`src/rtl/audio_avg_filter.sv`:
```
// audio_avg_filter: stereo moving average over the last 2^L sample pairs, with a bypass mode.
module audio_avg_filter #(
   parameter int L = 3,
   parameter int W = 24
) (
   input  logic         clk,
   input  logic         reset,
   input  logic         in_valid,
   input  logic [W-1:0] in_left,
   input  logic [W-1:0] in_right,
   output logic         in_ready,
   input  logic         enable,
   output logic         out_valid,
   output logic [W-1:0] out_left,
   output logic [W-1:0] out_right
);
   localparam int N = 1 << L;
   typedef enum logic [2:0] {CLEAR, IDLE, FETCH, ACC, OUT} state_t;
   state_t state, state_next;
   logic [L-1:0] ptr;
   logic signed [W-1:0] mem_l [N];
   logic signed [W-1:0] mem_r [N];
   logic signed [W-1:0] new_l, new_r, old_l, old_r;
   logic en;
   logic signed [W+L-1:0] sum_l, sum_r, sum_l_next, sum_r_next;
   assign sum_l_next = sum_l + {{L{new_l[W-1]}}, new_l} - {{L{old_l[W-1]}}, old_l};
   assign sum_r_next = sum_r + {{L{new_r[W-1]}}, new_r} - {{L{old_r[W-1]}}, old_r};
   always_ff @(posedge clk)
      if (reset) state <= CLEAR;
      else state <= state_next;
   always_comb begin
      state_next = state;
      in_ready = 1'b0;
      out_valid = 1'b0;
      case (state)
         CLEAR: state_next = (ptr == L'(N-1)) ? IDLE : CLEAR;
         IDLE: begin
            in_ready = 1'b1;
            state_next = in_valid ? FETCH : IDLE;
         end
         FETCH: state_next = ACC;
         ACC: state_next = OUT;
         OUT: begin
            out_valid = 1'b1;
            state_next = IDLE;
         end
         default: state_next = CLEAR;
      endcase
   end
   // Buffer and sum keep updating in bypass so re-enabling has no transient.
   always_ff @(posedge clk)
      if (reset) begin
         ptr <= '0;
         sum_l <= '0;
         sum_r <= '0;
         new_l <= '0;
         new_r <= '0;
         old_l <= '0;
         old_r <= '0;
         en <= 1'b0;
         out_left <= '0;
         out_right <= '0;
      end else
         case (state)
            CLEAR: begin
               mem_l[ptr] <= '0;
               mem_r[ptr] <= '0;
               ptr <= ptr + 1'b1;
            end
            IDLE:
               if (in_valid) begin
                  new_l <= in_left;
                  new_r <= in_right;
                  en <= enable;
               end
            FETCH: begin
               old_l <= mem_l[ptr];
               old_r <= mem_r[ptr];
            end
            ACC: begin
               sum_l <= sum_l_next;
               sum_r <= sum_r_next;
               mem_l[ptr] <= new_l;
               mem_r[ptr] <= new_r;
               ptr <= ptr + 1'b1;
               out_left <= en ? W'(sum_l_next >>> L) : new_l;
               out_right <= en ? W'(sum_r_next >>> L) : new_r;
            end
            default: ;
         endcase
endmodule

```
`config.mk`:
```
export PLATFORM = sky130hd
export DESIGN_NAME = audio_avg_filter
export DESIGN_NICKNAME = d
export VERILOG_FILES = /design/src/rtl/audio_avg_filter.sv
export SDC_FILE = /design/constraint.sdc
export NUM_CORES = 1
export LEC_CHECK = 0
export BUFFER_PORTS_ARGS = -buffer_cell sky130_fd_sc_hd__buf_2
export CELL_PAD_IN_SITES_DETAIL_PLACEMENT = 0
export CELL_PAD_IN_SITES_GLOBAL_PLACEMENT = 1
export CORE_ASPECT_RATIO = 1.2
export CORE_UTILIZATION = 35
export CTS_BUF_LIST = sky130_fd_sc_hd__clkbuf_4
export DETAILED_ROUTE_END_ITERATION = 12
export PLACE_DENSITY = 0.67
export SLEW_MARGIN = 30
export SYNTH_ARGS = -nofsm -noshare
export SYNTH_HDL_FRONTEND = slang
export SYNTH_SLANG_ARGS = --single-unit
```
`constraint.sdc`:
```
create_clock -name clk -period 5.15 [get_ports clk]
set_clock_uncertainty 0.1 [all_clocks]
set_input_delay 0.2575 -clock clk [delete_from_list [all_inputs] [get_ports clk]]
set_output_delay 0.2575 -clock clk [all_outputs]
set_load 0.02 [all_outputs]
```
**Yosys cells after proc, flatten, opt, wreduce, memory -nomap -nowiden**

Memory sizes are Yosys's and may differ from the RTL's. A register that Yosys moved wholly into a read port is not among the register bits.
Index checks and enable logic that the tools add are counted.

- Memory bits (writable): 384
- Output and inout bits: 50
- Memories kept: 2
- Input port bits: 52
- Word-level logic and storage cells: 41
- Register bits after elaboration: 157

Memory list:

| name | words | width | read ports | clocked after Yosys merged registers in | write ports | RTL line | text |
|---|---|---|---|---|---|---|---|
| mem_l | 8 | 24 | 1 | 1 | 1 | 21 | `logic signed [W-1:0] mem_l [N];` |
| mem_r | 8 | 24 | 1 | 1 | 1 | 22 | `logic signed [W-1:0] mem_r [N];` |

- $add $sub $neg: 5
- Eq/ne operators: 5
- Bitwise logic cells: 2
- Muxes and demuxes: 15
- Reductions and logical operators: 3

Operators with widths:

| cell | number |
|---|---|
| two-way mux 24 bit | 4 |
| adder 27 bit | 2 |
| subtractor 27 bit | 2 |
| case mux 3 bit (5 select lines) | 1 |
| two-way mux 1 bit | 9 |
| == test 3 x 2 -> 1 bit (second input constant) | 2 |
| == test 3 bit (second input constant) | 2 |
| adder 3 x 1 -> 3 bit (second input constant) | 1 |
| == test 3 x 1 -> 1 bit (second input constant) | 1 |
| logical NOT 3 bit | 1 |
| two-way mux 2 bit | 1 |
| OR 1 bit | 2 |
| AND reduction 2 bit | 1 |
| OR reduction 2 bit | 1 |

**Longest topological paths before layout**

Gate-level depths: netlist (run 1).

- Word-level depth: 5
- Mapped depth: 13
- Mapped depth without buffers: 13

**Worst setup path after synthesis (run 1)**

No wires, ideal clock.

- Path kind: register -> register
- Start point: register ptr[0]
- End point: memory mem_l[5][0], enable pin
- Period minus slack after synthesis: 5.384 ns
- Path buffers: 2
- Path slack: -0.234 ns
- Arrival time: 4.761 ns
- Stages on the path, launching flop included: 5
- Setup time: 0.523 ns
- Data required time: 4.527 ns
- Path through: dfxtp_1 clkbuf_1 buf_1 nand3_1 nor3b_1

RTL lines:

| element | RTL line | text |
|---|---|---|
| from (decl) | 20 | `logic [L-1:0] ptr;` |
| from (signal assigned) | 68 | `ptr <= ptr + 1'b1;` |
| from (signal assigned) | 85 | `ptr <= ptr + 1'b1;` |
| to (decl) | 21 |  |

Straight into the memory's write port.

**Worst setup path in the final report (run 1)**

- Start point: register new_l[1]
- End point: register out_left[23]

- Longest elaborated chain between the ends: 3

Ends and longest elaborated chain:

| element | RTL line | text |
|---|---|---|
| from (decl) | 23 | `logic signed [W-1:0] new_l, new_r, old_l, old_r;` |
| from (signal assigned) | 72 | `new_l <= in_left;` |
| adder 27 bit | 26 | `assign sum_l_next = sum_l + {{L{new_l[W-1]}}, new_l} - {{L{old_l[W-1]}}, old_l};` |
| subtractor 27 bit | 26 |  |
| two-way mux 24 bit | 86 | `out_left <= en ? W'(sum_l_next >>> L) : new_l;` |
| to (signal assigned) | 86 |  |
| to (decl) | 14 | `output logic [W-1:0] out_left,` |

No other way between the ends.
A chain may end at the register's enable or synchronous reset.

==> reports/qor.yml, run 1 <==
synth_nets: 2263
status: "completed"
drtIter0Drc: 1174
route.vias.total: 17400
endpoint_kind: "flop"
final_common_cell: "edfxtp_1"
met2RoutedLength_um: 31600
synth-simple-area-share_pct: 7.55
post_cts.repair.setup_buffers: 0
route.detailed.drc: 0
dieArea_um2: 77000
layout-drive-gt1-share_pct: 19.7
synth_cell_types: 72
grt_pass1_vias: 18100
clkSinkCount: 589
required_ps: 5830
wirelength_um: 65800
root_buffer: "clkbuf_4"
clk_path_buf_depth: 3
die_w_um: 253
clk_pin_slew_ps: 70
gp_congestion: 0.873
syn_to_final_growth_pct: 17.8
grt-ovfl-total: 0
stdcell_area_um2: 31300
power_density_nw_per_um2: 323
antenna_found_initial: 1
cts_buffers: 146
critPathKind: "reg2reg"
layout_common_cells: "edfxtp_1, clkbuf_4, inv_1"
synth_top_family_by_area: "multiplexers"
synth.mux.area_fraction_pct: 11.2
yosys_most_used_dff: "edfxtp_1"
portBuffers: 101
post-route-min-period_ps: 3950
tns_ps: 0
ioPinCount: 102
via_per_inst: 4.98
tightest_slew_ps: 997
fmax_ghz: 0.253
row_count: 110
synthArstFlopShare_pct: 0
hp-start: "in_left[15]"
worstSetupStartpointType: "flop"
synth_xor_area_share_pct: 1.74
leakagePower_nw: 10.9
yosysTopAreaCell: "edfxtp_1"
synth_compound_area_share_pct: 9.04
finalSetupViolations: 0
synth_top_area_share_pct: 43.4
fin_nets: 2539
dpl_cell_area_um2: 28100
synthTopCellsByArea: "edfxtp_1, dfxtp_1, mux4_2, fa_1, mux2i_1"
synth_edf_count: 384
wl_per_cell_um: 18.8
finalHoldViolations: 0
dp_cells: 3121
yosys_warnings: 0
final_util_pct: 41.7
report.final.slew_viol_count: 0
synth-seq-cells: 589
top_layer_used: "met4"
drv_cap: 0
avgSynthCellArea_um2: 12.6
syn_inst: 2101
post_synth_fa_ha_maj_area_fraction_pct: 6.65
worstHoldPathType: "in2reg"
cp.arrival_ps: 4630
netlist_area_um2: 26500
clock_tree.htree_level_count: 4
core_area_um2: 75000
nFillCells: 7092
r2r_start: "new_l[1]"
grt_max_degree: 122
stdcell_count: 3497
met3_length_um: 2730
crit_fanout: 3
postCtsResizedCells: 0
grtUsageTotal_pct: 17.4
seqCellArea_um2: 15600
period_share_pct: 76.8
worstSkewPairLatency_ps: 890
start_util_pct: 35.4
cts_tree: "yes"
slew_headroom_pct: 33.4
whs_ps: 75.8
wl_met1_um: 30300
ant_nets: 0
rsz0062_at_grt: "false"
ys_seq_area_share_pct: 58.9
hpwl_um: 41500
setup.worst_path.start: "new_l[1]"
die_h_um: 304
first_pass_iters: 5
max-vdd-ir-drop_uv: 166
grt_pass1_wl_um: 103000
multi_input_comb_area_um2: 9680
==> where the power goes <==
group,internal (W),total [W],switching (W)
clock network,0.00220,0.00409,0.00189
registers,0.00510,0.00514,0.0000403
logic,0.000407,0.000869,0.000462
==> layer usage <==
layer	vias up	track usage [%]
met5	-	0
met4	0	5.89
met3	100	2.84
met2	364	28.3
met1	8750	23.5
li1	8203	-
==> layout make-up <==
class | instances | share of cell area (%)
Antenna cell | 4 | 0.0320
Inverter | 210 | 2.52
Sequential cell | 589 | 50.0
Timing Repair Buffer | 246 | 6.19
Clock buffer | 212 | 5.09
Clock inverter | 44 | 1.14
Tap cell | 1008 | 4.03
Multi-Input combinational cell | 1184 | 31.0
==> logic make-up (layout without fill, tap and decap cells) <==
logic type	count (synthesis)	in the layout
compound gates	377	377
xor+xnor	51	51
fa+ha+maj	110	110
buf+inv	328	712
flops	589	589
mux	178	178
other cells	0	4
simple gates	468	468
==> cells in the mapped netlist (all sizes together), types with 8 or more instances <==
cell and count:
a211oi 75, edfxtp 384, a21o 27, nor2 166, nor3 9, xnor2 25
and3 11, o21ai 56, a21oi 142, nand3 14, buf 31, o22ai 8
xor2 25, fa 52, dfxtp 205, inv 210, ha 58, a31oi 14
mux2i 81, clkbuf 87, nand2 206, nor4 14, mux4 96, nand2b 10
==> final timing paths <==
path	slack, ps	end	cells past startpoint
setup / recovery	1200	out_left[23]	12
hold / removal	80	new_l[15]	4
setup reg to reg	1200	out_left[23]	12
hold reg to reg	360	sum_r[7]	2
==> registers in the layout (all words and copies together), names as in the netlist, 3 cells and up <==
name and cells:
state 3, mem_r 192, out_right 24, new_r 24
sum_r 27, old_r 24, ptr 3, out_left 24
new_l 24, mem_l 192, sum_l 27, old_l 24
==> per-stage QoR <==
| step | total power [W] | setup slack (ps) |
|---|---|---|
| finish | 0.0101 | 1200 |
| global route | 0.0105 | 792 |
| CTS | 0.0102 | 1240 |
| detailed placement | 0.00608 | 1230 |
| global placement | 0.00607 | 1290 |
| floorplan | 0.00585 | -234 |
==> critical path, stage by stage, from the launching register on <==
cell      delay, ps
dfxtp_1         340
inv_1            80
fa_1            540
inv_1            60
fa_1            430
a211oi_2        240
o211ai_1        160
a311o_1         410
o211ai_1        270
a31oi_1         210
a221oi_2        370
xor3_1          380
a311oi_1        260
==> timing repair <==
action                     in CTS  in global routing
setup endpoints to repair       0                  0
hold endpoints to repair      136                  0
hold buffers                  116                  0
Power figures use the tool's default switching activity.
==> run 2, diff against run 1 <==
--- a/config.mk
+++ b/config.mk
@@ -5,6 +5,7 @@
 export SDC_FILE = /design/constraint.sdc
 export NUM_CORES = 1
 export LEC_CHECK = 0
+export ABC_AREA = 1
 export BUFFER_PORTS_ARGS = -buffer_cell sky130_fd_sc_hd__buf_2
 export CELL_PAD_IN_SITES_DETAIL_PLACEMENT = 0
 export CELL_PAD_IN_SITES_GLOBAL_PLACEMENT = 1
@@ -12,7 +13,7 @@
 export CORE_UTILIZATION = 35
 export CTS_BUF_LIST = sky130_fd_sc_hd__clkbuf_4
 export DETAILED_ROUTE_END_ITERATION = 12
-export PLACE_DENSITY = 0.67
+export PLACE_DENSITY = 0.68
 export SLEW_MARGIN = 30
 export SYNTH_ARGS = -nofsm -noshare
 export SYNTH_HDL_FRONTEND = slang
==> constraint.sdc (replaced) <==
create_clock -name clk -period 3.8 [get_ports clk]
set_clock_uncertainty 0.1 [all_clocks]
set_input_delay 0.19 -clock clk [delete_from_list [all_inputs] [get_ports clk]]
set_output_delay 0.19 -clock clk [all_outputs]
set_load 0.02 [all_outputs]
==> run 2 against run 1 <==
Worst hold slack better by 42 ps. Via count is 25% higher. First-iteration DRC count is 17% higher. Design area is 4.5% higher. Wire length is 30% higher. Utilization is 0.25 points higher. Area after synthesis is 4.0% higher. Critical path type unchanged. Largest power group unchanged.
==> reports/qor.yml, run 2 <==
synth_top_area_share_pct: 41.8
finalSetupViolations: 0
nFillCells: 7743
dieArea_um2: 80000
tightest_slew_ps: 983
hpwl_um: 56200
layout-drive-gt1-share_pct: 14.0
avgSynthCellArea_um2: 9.37
clock_tree.htree_level_count: 4
period_share_pct: 81.1
syn_inst: 2947
ant_nets: 0
worst_slack_ps: 718
syn_to_final_growth_pct: 18.4
clkSinkCount: 589
first_pass_iters: 5
row_count: 112
worstSkewPairLatency_ps: 1010
synth_common_cells: "nand2_1, inv_1, edfxtp_1, a21oi_1, dfxtp_1"
met1_usage_pct: 27.1
synth-seq-cells: 589
gp_congestion: 0.920
cts_tree: "yes"
final_common_cell: "nand2_1"
yosysTopAreaCell: "edfxtp_1"
report.final.slew_viol_count: 0
core_area_um2: 77900
synth_nets: 3109
worst_path_most_repeated_cell: "nand2_1"
synth-simple-area-share_pct: 16.4
met3_usage_pct: 3.51
synth_top_family_by_area: "simple AND/OR/NAND/NOR gates"
wl_per_cell_um: 19.5
wirelength_um: 85700
cp_slowest_cell: "fa_1"
status: "completed"
netlist_area_um2: 27600
post_synth_fa_ha_maj_area_fraction_pct: 6.40
drv_cap: 0
grt_pass1_wl_um: 130000
die_w_um: 258
critPathKind: "reg2reg"
drtIter0Drc: 1376
max_stage_delay_ps: 570
largestRegisters: "mem_l (192), mem_r (192)"
required_ps: 4560
crit_fanout: 4
route.vias.total: 21700
grt_max_degree: 93
ioPinCount: 102
synth.mux.area_fraction_pct: 0
rsz0062_at_grt: "false"
die_h_um: 310
use_met2_pct: 37.2
post-route-min-period_ps: 3080
yosys_warnings: 0
fmax_ghz: 0.324
min_path_cells: 4
path_cells: "inv_1 > fa_1 > inv_1 > fa_1 > nand2_1 > nand3_1 > nand3_1 > nand2_1 > a21oi_1 > xor2_1 > nand2_1 > nand2_1 > a21oi_1"
synth_xor_area_share_pct: 0.920
synthArstFlopShare_pct: 0
clk_pin_slew_ps: 70
cp.arrival_ps: 3840
antenna_found_initial: 5
whs_ps: 117
synthMostInstantiatedCell: "nand2_1"
fin_nets: 3406
cts_buffers: 145
synth_cell_types: 40
endpoint_kind: "flop"
worstSetupStartpointType: "flop"
ys_seq_area_share_pct: 56.6
via_per_inst: 4.94
portBuffers: 101
rr_worst_depth: 13
start_util_pct: 35.4
grtUsageTotal_pct: 21.6
yosys_most_used_dff: "edfxtp_1"
power_density_nw_per_um2: 449
synthTopCellsByArea: "edfxtp_1, dfxtp_1, nand2_1, inv_1, a21oi_1"
root_buffer: "clkbuf_4"
busiest_layer: "met2"
synth_compound_area_share_pct: 11.3
leakagePower_nw: 13.4
clk_path_buf_depth: 3
slew_headroom_pct: 34.5
worstHoldPathType: "in2reg"
grt_pass1_vias: 22000
finalHoldViolations: 0
layout_common_cells: "nand2_1, inv_1, edfxtp_1"
dp_slack_ps: 712
grt-ovfl-total: 0
max-vdd-ir-drop_uv: 196
synth_edf_count: 384
route.detailed.drc: 0
==> run 2: metrics by stage <==
stage          cell area (µm²)  TNS (ps)  util, %  std cells  total power [W]
2_1_floorplan            27600   -211070        -       2947          0.00849
4_1_cts                  32700         0     41.9       4389           0.0149
6_report                 32700         0     41.9       4394           0.0147
3_3_place_gp             29400         0     37.8       3997          0.00916
5_1_grt                  32700         0     41.9       4394           0.0154
3_5_place_dp             29400         0     37.8       3997          0.00917
==> run 2: logic make-up after synthesis <==
family          after synthesis
simple gates               1078
buf+inv                     598
flops                       589
compound gates              543
fa+ha+maj                   110
xor+xnor                     29
==> run 2: timing repair <==
item                      4_1_cts  5_1_grt
setup buffers                   0        0
hold endpoints to repair      142        0
hold buffers                  126        0
gates resized for setup         0        0
==> run 2: critical path: cells and delay by family, from the launching register on <==
family | cells | cell delay, ps
DFF | 1 | 340
and+or+nand+nor | 6 | 690
adders and majority gates | 2 | 1040
xor gates and xnor gates | 1 | 230
buffers and inverters | 2 | 180
AOI/OAI and AO/OA | 2 | 350
==> run 2: final timing paths <==
kind | endpoint | slack, ps | startpoint
worst max register to register | out_right[9] | 720 | new_r[1]
worst min register to register | out_left[11] | 370 | out_left[11]
worst max-delay path | out_right[9] | 720 | new_r[1]
worst min-delay path | new_l[12] | 120 | in_left[12]
==> run 2: final cells by class <==
cell class,instances,area (µm²),area share [%]
flip-flops and latches,589,15600,47.9
multi-input cells,1760,9720,29.8
repair buffers,278,2280,6.98
inverters,470,1770,5.41
clock buffers,229,1720,5.26
well taps,1026,1280,3.93
clock inverters,37,253,0.773
diodes,5,12.5,0.0383
==> run 2: layer usage <==
layer	up-vias	share of wire, %
li1	10500	-
met1	10500	43
met2	621	49
met3	140	4.5
met4	0	2.8
met5	-	0
==> run 2: report_power, final <==
| group | internal [W] | total (W) | switching, W |
|---|---|---|---|
| clock | 0.00295 | 0.00557 | 0.00262 |
| combinational | 0.000700 | 0.00211 | 0.00141 |
| sequential | 0.00696 | 0.00701 | 0.0000505 |
==> run 3, diff against run 2 <==
--- a/config.mk
+++ b/config.mk
@@ -13,7 +13,7 @@
 export CORE_UTILIZATION = 35
 export CTS_BUF_LIST = sky130_fd_sc_hd__clkbuf_4
 export DETAILED_ROUTE_END_ITERATION = 12
-export PLACE_DENSITY = 0.68
+export PLACE_DENSITY = 0.7
 export SLEW_MARGIN = 30
 export SYNTH_ARGS = -nofsm -noshare
 export SYNTH_HDL_FRONTEND = slang
==> constraint.sdc (replaced) <==
create_clock -name clk -period 2.8 [get_ports clk]
set_clock_uncertainty 0.1 [all_clocks]
set_input_delay 0.14 -clock clk [delete_from_list [all_inputs] [get_ports clk]]
set_output_delay 0.14 -clock clk [all_outputs]
set_load 0.02 [all_outputs]
==> run 3 against run 2 <==
The flow now finishes with violations (setup timing). Power increased by 36%. Clock power up 33%. Combinational power up 48%. Via count up 2.0%. Utilization rose by 2.9 points. First-iteration DRC count up 21%. Critical path depth down 3. Highest routed layer unchanged.
==> reports/qor.yml, run 3 (synthesis results as in run 2) <==
status: "finished, violations left"
violations: "setup timing"
die_w_um: 258
route.vias.total: 22100
crit_fanout: 44
worst_slack_ps: -20.0
power_density_nw_per_um2: 574
met2RoutedLength_um: 38600
wl_per_cell_um: 18.3
root_buffer: "clkbuf_4"
leakagePower_nw: 14.2
finalSetupViolations: 1
antenna_found_initial: 4
wirelength_um: 83300
max_stage_delay_ps: 640
p_seq_share_pct: 47.4
swShare_pct: 28.0
cts_tree: "yes"
drv_cap: 0
dieArea_um2: 80000
path_cells: "dlygate4sd3_1 > buf_4 > inv_4 > dlygate4sd3_1 > buf_12 > buf_16 > o21ai_0 > dlygate4sd3_1 > a21oi_1 > dlygate4sd3_1"
finalHoldViolations: 0
via_per_inst: 4.86
post-route-min-period_ps: 2820
hpwl_um: 53800
endpoint_kind: "flop"
worstHoldPathType: "in2reg"
layout_common_cells: "nand2_1, inv_1, edfxtp_1"
gp_congestion: 0.892
grt-ovfl-total: 0
drtIter0Drc: 1659
dpl_cell_area_um2: 30300
worstSkewPairLatency_ps: 990
fin_nets: 3568
grt_pass1_vias: 22000
stdcell_area_um2: 34900
portBuffers: 101
first_pass_iters: 6
ioPinCount: 102
met3_length_um: 5190
clk_pin_slew_ps: 70
critPathKind: "in2reg"
route.detailed.drc: 0
slew_headroom_pct: 42.6
rsz0062_at_grt: "true"
cp_slowest_cell: "dlygate4sd3_1"
report.final.slew_viol_count: 0
p_int_w: 0.0144
clkSinkCount: 589
largestRegisters: "mem_l (192), mem_r (192)"
max-vdd-ir-drop_uv: 448
grt_pass1_wl_um: 126000
layout-drive-gt1-share_pct: 20.0
whs_ps: 207
syn_to_final_growth_pct: 26.4
ant_nets: 0
worst_path_most_repeated_cell: "dlygate4sd3_1"
tightest_slew_ps: 860
die_h_um: 310
row_count: 112
clk_path_buf_depth: 3
tns_ps: -20.0
required_ps: 3620
comb_power_share_pct: 15.6
fmax_ghz: 0.355
clock_tree.htree_level_count: 4
top_layer_used: "met4"
grtUsageTotal_pct: 20.8
clkPwrFrac_pct: 37.0
wl_met1_um: 37400
start_util_pct: 35.4
core_area_um2: 77900
final_common_cell: "nand2_1"
period_share_pct: 101
switchingPower_w: 0.00560
grt_max_degree: 92
cp.arrival_ps: 3640
cts_buffers: 146
worstSetupStartpointType: "input port"
==> run 3: cell types whose count changed in the layout (fill, tap and decap cells not counted), moves of 14 or more <==
cell           previous run  this run
buf_4                    41       131
clkbuf_4                229       215
dlygate4sd3_1           126       183
ha_1                     58        26
ha_4                      0        22
nand2_1                 651       612
nand2_2                  12        47
nor2_1                  137       112
nor2_2                   17        32
==> run 3: metrics by stage <==
stage | util [%] | total power [W] | std cells | worst slack, ps
after CTS | 43.8 | 0.0201 | 4535 | -47.4
after floorplan | - | 0.0115 | 2947 | -650
final | 44.8 | 0.0200 | 4554 | -20.0
after detailed placement | 38.8 | 0.0125 | 4084 | -237
after global placement | 38.8 | 0.0125 | 4084 | -272
after global routing | 44.8 | 0.0210 | 4554 | -51.8
==> run 3: metal layers <==
| layer | GRT usage [%] | vias to the layer above |
|---|---|---|
| met1 | 27.6 | 10500 |
| li1 | - | 10800 |
| met3 | 4.48 | 137 |
| met4 | 6.77 | 0 |
| met5 | 0 | - |
| met2 | 33.6 | 655 |
==> run 3: worst paths after layout <==
kind / slack [ps] / end / from / cells past startpoint
max: -20 / new_r[4] / reset / 10
min: 210 / new_r[6] / in_valid / 4
max reg2reg: 90 / out_right[22] / new_r[7] / 16
min reg2reg: 360 / sum_r[0] / sum_r[0] / 2
==> run 3: critical path, delay by kind of cell <==
kind / cells / cell delay [ps]
buffers and inverters: 8 / 3170
AOI/OAI and AO/OA: 2 / 290
==> run 3: final cells by class <==
class,instances,area [µm²]
fill,7581,43000
timing repair buffer,438,3790
antenna,4,10.0
clock buffer,215,1610
inverter,470,1780
multi-input combinational,1761,10500
tap,1026,1280
clock inverter,51,309
sequential,589,15600
==> run 3: power groups by stage <==
stage,combinational [W],sequential [W],clock [W]
floorplan,0.00183,0.00969,0
global placement,0.00280,0.00970,0
detailed placement,0.00280,0.00970,0
CTS,0.00302,0.00951,0.00761
global route,0.00344,0.00953,0.00806
finish,0.00312,0.00951,0.00741
==> run 3: repair_timing <==
item | 4_1_cts | 5_1_grt
hold buffers | 184 | 0
buffers inserted | 1 | 14
pin swaps | 2 | 28
cloned | 0 | 1
endpoints found under the hold margin | 589 | 0
resized for setup | 22 | 154
setup endpoints to repair | 25 | 151
